## config.mk

```make
export PLATFORM = sky130hd
export DESIGN_NAME = line_raster
export DESIGN_NICKNAME = d
export VERILOG_FILES = /design/src/rtl/line_raster.sv
export SDC_FILE = /design/constraint.sdc
export NUM_CORES = 1
export LEC_CHECK = 0
export ABC_AREA = 1
export CAP_MARGIN = 20
export CORE_UTILIZATION = 40
export DETAILED_ROUTE_END_ITERATION = 7
export SLEW_MARGIN = 15
export SYNTH_ARGS = -nofsm -noshare
export SYNTH_HDL_FRONTEND = slang
export SYNTH_SLANG_ARGS = --single-unit
```

## constraint.sdc

```tcl
create_clock -name clk -period 4.75 [get_ports clk]
set_input_delay 0.475 -clock clk [delete_from_list [all_inputs] [get_ports clk]]
set_output_delay 0.475 -clock clk [all_outputs]
set_load 0.02 [all_outputs]
```

## src/rtl/line_raster.sv

```systemverilog
// rtl/line_raster.sv - Bresenham line rasteriser writing clipped pixels into a linear framebuffer.
// Handles all octants, with write back-pressure, a busy flag and a count of written pixels.
module line_raster #(
  parameter int WIDTH      = 13,
  parameter int COLOR_BITS = 1,
  parameter int FB_W       = 320,
  parameter int FB_H       = 240,
  parameter int ADDR_W     = 17
) (
  input  logic                  clk,
  input  logic                  reset,
  input  logic                  start,
  input  logic [COLOR_BITS-1:0] red_in,
  input  logic [COLOR_BITS-1:0] green_in,
  input  logic [COLOR_BITS-1:0] blue_in,
  input  logic [WIDTH-1:0]      x0,
  input  logic [WIDTH-1:0]      y0,
  input  logic [WIDTH-1:0]      x1,
  input  logic [WIDTH-1:0]      y1,
  input  logic                  FB_ready,
  output logic                  FB_WE,
  output logic [ADDR_W-1:0]     FB_addr,
  output logic [COLOR_BITS-1:0] red_out,
  output logic [COLOR_BITS-1:0] green_out,
  output logic [COLOR_BITS-1:0] blue_out,
  output logic                  busy,
  output logic                  sys_finish,
  output logic [WIDTH:0]        pix_count
);

  localparam int EW = WIDTH + 2;

  typedef enum logic [1:0] {S_IDLE, S_SETUP, S_DRAW, S_DONE} state_t;

  state_t r_state;
  state_t w_state_nxt;

  logic [WIDTH-1:0]        r_x0, r_y0, r_x1, r_y1;
  logic [WIDTH-1:0]        r_x, r_y;
  logic signed [EW-1:0]    r_err, r_dx, r_dy;
  logic                    r_sx_neg, r_sy_neg;
  logic [COLOR_BITS-1:0]   r_red, r_green, r_blue;
  logic [WIDTH:0]          r_pix_count;

  logic [WIDTH-1:0]        w_adx, w_ady;
  logic                    w_in_bounds, w_we, w_retire, w_last;
  logic signed [EW:0]      w_e2, w_dx_ext, w_dy_ext;
  logic                    w_step_x, w_step_y;
  logic signed [EW-1:0]    w_err_nxt;
  logic [ADDR_W-1:0]       w_addr;

  assign w_adx = (r_x1 >= r_x0) ? (r_x1 - r_x0) : (r_x0 - r_x1);
  assign w_ady = (r_y1 >= r_y0) ? (r_y1 - r_y0) : (r_y0 - r_y1);

  assign w_in_bounds = (32'(r_x) < FB_W) && (32'(r_y) < FB_H);
  assign w_we        = (r_state == S_DRAW) && w_in_bounds;
  // Clipped pixels retire unconditionally; visible ones wait for the framebuffer.
  assign w_retire    = (r_state == S_DRAW) && (!w_in_bounds || FB_ready);
  assign w_last      = (r_x == r_x1) && (r_y == r_y1);
  assign w_addr      = ADDR_W'(r_y) * ADDR_W'(FB_W) + ADDR_W'(r_x);

  assign w_e2     = {r_err, 1'b0};
  assign w_dx_ext = {r_dx[EW-1], r_dx};
  assign w_dy_ext = {r_dy[EW-1], r_dy};
  assign w_step_x = (w_e2 >= w_dy_ext);
  assign w_step_y = (w_e2 <= w_dx_ext);

  always_comb begin
    w_err_nxt = r_err;
    if (w_step_x) w_err_nxt = w_err_nxt + r_dy;
    if (w_step_y) w_err_nxt = w_err_nxt + r_dx;
  end

  always_comb begin
    w_state_nxt = r_state;
    case (r_state)
      S_IDLE:  if (start) w_state_nxt = S_SETUP;
      S_SETUP: w_state_nxt = S_DRAW;
      S_DRAW:  if (w_retire && w_last) w_state_nxt = S_DONE;
      S_DONE:  w_state_nxt = S_IDLE;
      default: w_state_nxt = S_IDLE;
    endcase
  end

  always_ff @(posedge clk) begin
    if (reset) begin
      r_state     <= S_IDLE;
      r_x0        <= '0;
      r_y0        <= '0;
      r_x1        <= '0;
      r_y1        <= '0;
      r_x         <= '0;
      r_y         <= '0;
      r_err       <= '0;
      r_dx        <= '0;
      r_dy        <= '0;
      r_sx_neg    <= 1'b0;
      r_sy_neg    <= 1'b0;
      r_red       <= '0;
      r_green     <= '0;
      r_blue      <= '0;
      r_pix_count <= '0;
    end else begin
      r_state <= w_state_nxt;
      case (r_state)
        S_IDLE: begin
          if (start) begin
            r_x0        <= x0;
            r_y0        <= y0;
            r_x1        <= x1;
            r_y1        <= y1;
            r_red       <= red_in;
            r_green     <= green_in;
            r_blue      <= blue_in;
            r_pix_count <= '0;
          end
        end
        S_SETUP: begin
          r_dx     <= $signed({2'b00, w_adx});
          r_dy     <= -$signed({2'b00, w_ady});
          r_err    <= $signed({2'b00, w_adx}) - $signed({2'b00, w_ady});
          r_sx_neg <= !(r_x0 < r_x1);
          r_sy_neg <= !(r_y0 < r_y1);
          r_x      <= r_x0;
          r_y      <= r_y0;
        end
        S_DRAW: begin
          if (w_retire) begin
            if (w_we) r_pix_count <= r_pix_count + 1'b1;
            if (!w_last) begin
              r_err <= w_err_nxt;
              if (w_step_x) r_x <= r_sx_neg ? (r_x - 1'b1) : (r_x + 1'b1);
              if (w_step_y) r_y <= r_sy_neg ? (r_y - 1'b1) : (r_y + 1'b1);
            end
          end
        end
        default: ;
      endcase
    end
  end

  assign FB_WE      = w_we;
  assign FB_addr    = w_we ? w_addr : '0;
  assign busy       = (r_state != S_IDLE);
  assign sys_finish = (r_state == S_DONE);
  assign red_out    = r_red;
  assign green_out  = r_green;
  assign blue_out   = r_blue;
  assign pix_count  = r_pix_count;

endmodule
```

## Word-level counts from Yosys, hierarchy flattened

Index checks and enable logic that the tools add are counted.

- Output and inout port bits: 37
- RAM bits: 0
- Bits in read-only memories: 0
- Memories: 0
- Word-level logic and storage cells: 95
- Bits in registers: 142
- Input port bits: 59
- Latch bits: 0

- Add/subtract/negate cells: 14
- Equal/unequal tests: 12
- Multiply operators: 1
- Shift operators: 0
- Bitwise gates (word level): 0
- Reductions and logical operators: 19
- Divide/modulo/power cells: 0
- Order comparisons: 8
- Multiplexer cells: 25

Operator list:

| cell | count |
|---|---|
| 2-to-1 mux 13 bit | 10 |
| 2-to-1 mux 15 bit | 4 |
| one-hot mux 13 bit (2 select lines) | 2 |
| subtractor 13 bit | 4 |
| 2-to-1 mux 14 bit | 3 |
| one-hot mux 15 bit (2 select lines) | 1 |
| one-hot mux 14 bit (2 select lines) | 1 |
| adder 13 x 1 -> 13 bit, second input constant | 2 |
| == test 13 bit | 2 |
| >= comparator 13 bit | 2 |
| less-than comparator 13 bit | 2 |
| subtractor 13 x 1 -> 13 bit, second input constant | 2 |
| adder 17 x 13 -> 17 bit | 1 |
| 2-to-1 mux 17 bit | 1 |
| >= comparator 16 x 15 -> 1 bit | 1 |
| less-or-equal comparator 16 x 14 -> 1 bit | 1 |
| adder 15 x 14 -> 15 bit | 1 |
| adder 15 bit | 1 |
| negator 13 -> 15 bit | 1 |
| adder 14 x 1 -> 14 bit, second input constant | 1 |
| subtractor 13 x 13 -> 14 bit | 1 |
| less-than comparator 13 x 8 -> 1 bit, second input constant | 1 |
| less-than comparator 13 x 9 -> 1 bit, second input constant | 1 |
| multiplier 13 x 3 -> 11 bit, second input constant | 1 |
| 14 further kinds | 32 |

## Depth between registers and ports, before layout

- Depth after elaboration: 8
- Gate-level depth with buffers: 30
- Depth with buffers taken out: 29

## Least setup slack after synthesis

OpenSTA, ideal clock, no wires.

- Path kind: register to register
- From: register r_x0[4]
- To: register r_err[9]
- Buffers on the path: 2
- Clock period less this slack: 3.569 ns
- Arrival: 3.453 ns
- Setup time: 0.115 ns
- Cell stages (with the launch flop): 25
- Data required time: 4.635 ns
- Slack: 1.181 ns
- Path through: dfxtp_1 -> inv_1 -> ha_1 -> clkbuf_1 -> nand2_1 -> nor2_1 -> a21oi_1 -> inv_1 -> nand2_1 -> nand3_1 -> buf_2 -> o21ai_0 -> nand2_1 -> inv_1 -> ha_1 -> a21oi_1 -> nand2_1 -> a21boi_0 -> o21ai_0 -> a21oi_1 -> xor2_1 -> nand2_1 -> nand2_1 -> o21ai_0 -> inv_1

- Cells in the longest elaborated chain, start to end: 4
- Elaborated cells on any way between the ends: 6
- Classes of those cells: 3 x add/sub; 1 x order compare; 2 x mux

RTL lines:

| item | line | RTL |
|---|---|---|
| start, declared | 38 | `logic [WIDTH-1:0] r_x0, r_y0, r_x1, r_y1;` |
| start signal, assigned | 88 | `r_x0 <= '0;` |
| start signal, assigned | 108 | `r_x0 <= x0;` |
| >= comparator 13 bit | 52 | `assign w_adx = (r_x1 >= r_x0) ? (r_x1 - r_x0) : (r_x0 - r_x1);` |
| 2-to-1 mux 13 bit | 52 |  |
| named net w_adx[2] | 45 | `logic [WIDTH-1:0] w_adx, w_ady;` |
| subtractor 13 x 13 -> 14 bit | 121 | `r_err <= $signed({2'b00, w_adx}) - $signed({2'b00, w_ady});` |
| one-hot mux 15 bit (2 select lines) | 105 | `case (r_state)` |
| end signal, assigned | 121 |  |
| end signal, assigned | 131 | `r_err <= w_err_nxt;` |
| end, declared | 40 | `logic signed [EW-1:0] r_err, r_dx, r_dy;` |

The timed path passes the listed nets, and every way through them passes these cells.
A chain may end at the register's enable or synchronous reset.

## Worst setup path after layout

- From: register r_y[1]
- To: output FB_addr[16]

- Cells in the longest elaborated chain, start to end: 4
- Elaborated cells on any way between the ends: 6
- Classes of those cells: 1 x add/sub; 1 x mul; 1 x order compare; 1 x mux; 2 x reduce/logical

RTL lines:

| item | line | RTL |
|---|---|---|
| start, declared | 39 | `logic [WIDTH-1:0] r_x, r_y;` |
| start signal, assigned | 125 | `r_y <= r_y0;` |
| start signal, assigned | 133 | `if (w_step_y) r_y <= r_sy_neg ? (r_y - 1'b1) : (r_y + 1'b1);` |
| branches (longest 3 deep; another with adder 17 x 13 -> 17 bit) | -- |  |
| 2-to-1 mux 17 bit (*) | 143 | `assign FB_addr = w_we ? w_addr : '0;` |
| end, declared | 22 | `output logic [ADDR_W-1:0] FB_addr,` |

Every way passes the cells marked *.

==> flow_summary.html <==
<table>
<tr><th>Metric</th><th>Value</th></tr>
<tr><th colspan="2">Outcome</th></tr>
<tr><td>Status</td><td>complete, no violations</td></tr>
<tr><th colspan="2">Timing</th></tr>
<tr><td>Max Fclk</td><td>0.228 GHz</td></tr>
<tr><td>Headroom to the max-slew limit</td><td>0.456</td></tr>
<tr><td>Slew Viols, Final</td><td>0</td></tr>
<tr><td>RSZ-0062 raised after global routing</td><td>false</td></tr>
<tr><td>Slew at the pin closest to its max-slew limit</td><td>808 ps</td></tr>
<tr><td>Final worst path period share</td><td>0.922</td></tr>
<tr><td>Number of failing hold endpoints at the final stage</td><td>0</td></tr>
<tr><td>Setup-violating endpoint count in the final report</td><td>0</td></tr>
<tr><td>Setup total negative slack</td><td>0 ps</td></tr>
<tr><td>Crit path time final</td><td>4380 ps</td></tr>
<tr><td>Setup clock skew after layout</td><td>9.92 ps</td></tr>
<tr><th colspan="2">Critical path</th></tr>
<tr><td>Worst-path maximum fanout</td><td>7</td></tr>
<tr><td>Startpoint kind of the worst setup timing path</td><td>flip-flop</td></tr>
<tr><td>Cells along the critical path</td><td>ha_1 &gt; ha_1 &gt; inv_1 &gt; fa_1 &gt; inv_1 &gt; ha_1 &gt; nand2_1 &gt; o21ai_0 &gt; nor2_1 &gt; nor2_1 &gt; o21ai_0 &gt; nor2_1 &gt; nand2_1 &gt; nand2_1 &gt; nand2_1 &gt; nor2_1 &gt; clkdlybuf4s50_1</td></tr>
<tr><td>Worst path arrival time</td><td>3900 ps</td></tr>
<tr><td>Crit path largest cell delay</td><td>600 ps</td></tr>
<tr><td>CP Capture Type</td><td>output pin</td></tr>
<tr><td>Largest delay share family, worst path</td><td>adder cells</td></tr>
<tr><td>Buffers and inverters on the worst path</td><td>3</td></tr>
<tr><td>Flop2flop setup slack</td><td>430 ps</td></tr>
<tr><td>Worst-path cell with the longest stage delay</td><td>clkdlybuf4s50_1</td></tr>
<tr><td>Critical path required time</td><td>4280 ps</td></tr>
<tr><td>Crit path kind</td><td>reg2out</td></tr>
<tr><th colspan="2">Drt</th></tr>
<tr><td>Routed via count</td><td>14.9k</td></tr>
<tr><td>First drt pass iteration count</td><td>6</td></tr>
<tr><td>DRT antenna net count</td><td>0</td></tr>
<tr><td>Wirelength per Cell</td><td>17.1 µm</td></tr>
<tr><td>Via density per instance</td><td>5.28</td></tr>
<tr><td>Total wire length</td><td>48300 µm</td></tr>
<tr><td>Number of DRC violations after detailed routing</td><td>0</td></tr>
<tr><td>DRT iter0 DRCs</td><td>952</td></tr>
<tr><th colspan="2">Placement</th></tr>
<tr><td>IO buf count</td><td>95</td></tr>
<tr><td>Routability-driven placement congestion ratio</td><td>1.01</td></tr>
<tr><td>Standard cell area after detailed placement</td><td>15800 µm²</td></tr>
<tr><td>DPL Wire Length</td><td>38800 µm</td></tr>
<tr><th colspan="2">Flow run</th></tr>
<tr><td>Maxcap violations</td><td>0</td></tr>
<tr><th colspan="2">Finish</th></tr>
<tr><td>Most common cell after layout, fill and taps aside</td><td>nand2_1</td></tr>
<tr><td>Ant diodes</td><td>0</td></tr>
<tr><td>Proportion of layout cells with a drive suffix above 1</td><td>0.0483</td></tr>
<tr><td>Synthesis-to-finish area growth</td><td>14.0%</td></tr>
<tr><td>Net count, final</td><td>2587</td></tr>
<tr><td>Area of all placed cells without fillers</td><td>16400 µm²</td></tr>
<tr><td>Commonest cells after routing, fill and taps aside</td><td>nand2_1 (528), inv_1 (336), a21oi_1 (238)</td></tr>
<tr><th colspan="2">Clock tree</th></tr>
<tr><td>Post_cts resized</td><td>0</td></tr>
<tr><td>CTS root buffer</td><td>clkbuf_16</td></tr>
<tr><td>Post-CTS clock slew at the launch and capture registers of the worst setup and hold paths</td><td>70 ps</td></tr>
<tr><td>TritonCTS clock tree</td><td>built</td></tr>
<tr><td>Number of CTS-inserted buffers</td><td>17</td></tr>
<tr><td>Insertion delay to the later sink of the worst-skew pair</td><td>450 ps</td></tr>
<tr><td>Number of clock sinks</td><td>142</td></tr>
<tr><td>Post-CTS Setup Repair Bufs</td><td>0</td></tr>
<tr><td># H-tree levels</td><td>4</td></tr>
<tr><td>CTS Buffer Depth</td><td>2</td></tr>
<tr><td>Post-CTS Hold Fix Bufs</td><td>0</td></tr>
<tr><th colspan="2">GRT</th></tr>
<tr><td>Number of global-route vias before repair</td><td>14.3k</td></tr>
<tr><td>Residual overflow from global routing</td><td>0</td></tr>
<tr><td>Initial antenna violation count</td><td>0</td></tr>
<tr><td>GRT Util Overall</td><td>0.269</td></tr>
<tr><td>Pin count of the biggest net entering global routing</td><td>69</td></tr>
<tr><td>First-pass GRT wire length</td><td>76600 µm</td></tr>
<tr><td>Met1 track demand over resource in global routing</td><td>0.356</td></tr>
<tr><td>Fraction of met3 tracks used by global routing</td><td>0.0322</td></tr>
<tr><td>Peak-usage layer in the global routing report</td><td>met2</td></tr>
<tr><td>Met2 GRT Util</td><td>0.448</td></tr>
<tr><th colspan="2">Logic synthesis</th></tr>
<tr><td>Cell accounting for the most synthesized area</td><td>dfxtp_1</td></tr>
<tr><td>Gate count after technology mapping</td><td>2281</td></tr>
<tr><td>Avg Synthesized Cell Area</td><td>6.31 µm²</td></tr>
<tr><td>Synth Register Bits</td><td>142</td></tr>
<tr><td>Syn Nets</td><td>2521</td></tr>
<tr><td>Share of synthesized registers carrying an async set or reset</td><td>0</td></tr>
<tr><td>Post-synth cell types</td><td>51</td></tr>
<tr><td>Top FF cell, synth</td><td>dfxtp_1</td></tr>
<tr><td>Top-area cell type share of the netlist area</td><td>0.197</td></tr>
<tr><td>Number of warnings reported in the yosys synthesis log</td><td>0</td></tr>
<tr><td>Number of enable-type register cells in the synthesized netlist</td><td>0</td></tr>
<tr><td>Sequential cell area fraction in the yosys report</td><td>0.197</td></tr>
<tr><td>Cells taking the most area after synthesis</td><td>dfxtp_1 (20%), ha_1 (15%), nand2_1 (14%)</td></tr>
<tr><td>Synthesized cell area</td><td>14400 µm²</td></tr>
<tr><th colspan="2">Floorplanning</th></tr>
<tr><td>I/O pin count</td><td>96</td></tr>
<tr><td>Effective utilization at floorplan</td><td>0.406</td></tr>
<tr><td>Horizontal extent of the die</td><td>192 µm</td></tr>
<tr><td>Die outline area</td><td>36800 µm²</td></tr>
<tr><td>Site row count</td><td>69</td></tr>
<tr><td>Core Footprint</td><td>35500 µm²</td></tr>
<tr><td>Vertical extent of the die</td><td>192 µm</td></tr>
<tr><th colspan="2">Min path</th></tr>
<tr><td>Classification of the worst-slack hold path</td><td>reg2reg</td></tr>
</table>
worst min-delay path: cells and delay by family (launching register included):
family,cells,cell delay [ps]
flops,1,330
simple gates,2,130
kinds of logic after synthesis:
logic type | share of synthesized area
xor gates and xnor gates | 0.0529
adders and majority gates | 0.163
buffers and inverters | 0.109
DFF | 0.197
AOI/OAI and AO/OA | 0.189
and+or+nand+nor | 0.288
state kept, by name (all words and copies together), names as in the netlist, 2 cells and up:
register	flops
r_y1	13
r_x	13
pix_count	14
r_state	2
r_dx	13
r_dy	15
r_err	15
r_y	13
r_y0	13
r_x1	13
r_x0	13
synthesized netlist by cell type (all sizes together) (6+ instances only):
master and instances:
a21o 10, a21oi 239, a31oi 9, buf 15, clkbuf 47, dfxtp 142, fa 11, ha 170
inv 346, nand2 555, nand3 125, nand3b 6, nand4 35, nor2 192, nor3 22, o21ai 212
o21bai 12, o22ai 10, xnor2 24, xor2 63
layout make-up:
type,count,area (µm²)
Fill cell,3743,19100
Multi-Input combinational cell,1730,10000
Sequential cell,142,2840
Inverter,347,1310
Timing Repair Buffer,109,1050
Tap cell,461,577
Clock buffer,18,439
Clock inverter,14,205
metrics by stage:
step	utilization	cells	hold WS, ps	setup slack (ps)
global placement	0.444	2789	467	560
detailed placement	0.444	2789	477	407
global route	0.463	2821	517	31.5
floorplan	-	2281	467	1180
finish	0.463	2821	486	371
CTS	0.463	2821	491	302
path summary, 6_finish.rpt:
kind              startpoint          end  cells after the start
setup / recovery      r_y[1]  FB_addr[16]                     17
hold / removal     green_out    green_out                      2
setup reg to reg     r_x0[6]     r_err[9]                     23
hold reg to reg    green_out    green_out                      2
per-layer routing:
metal	up-vias	part of all wire
li1	7572	-
met1	6861	0.47
met2	413	0.46
met3	61	0.046
met4	0	0.027
met5	-	0
Power is left out: the tool's default activity adds up to more than one toggle a clock period on the data nets, which glitch-free logic cannot reach.
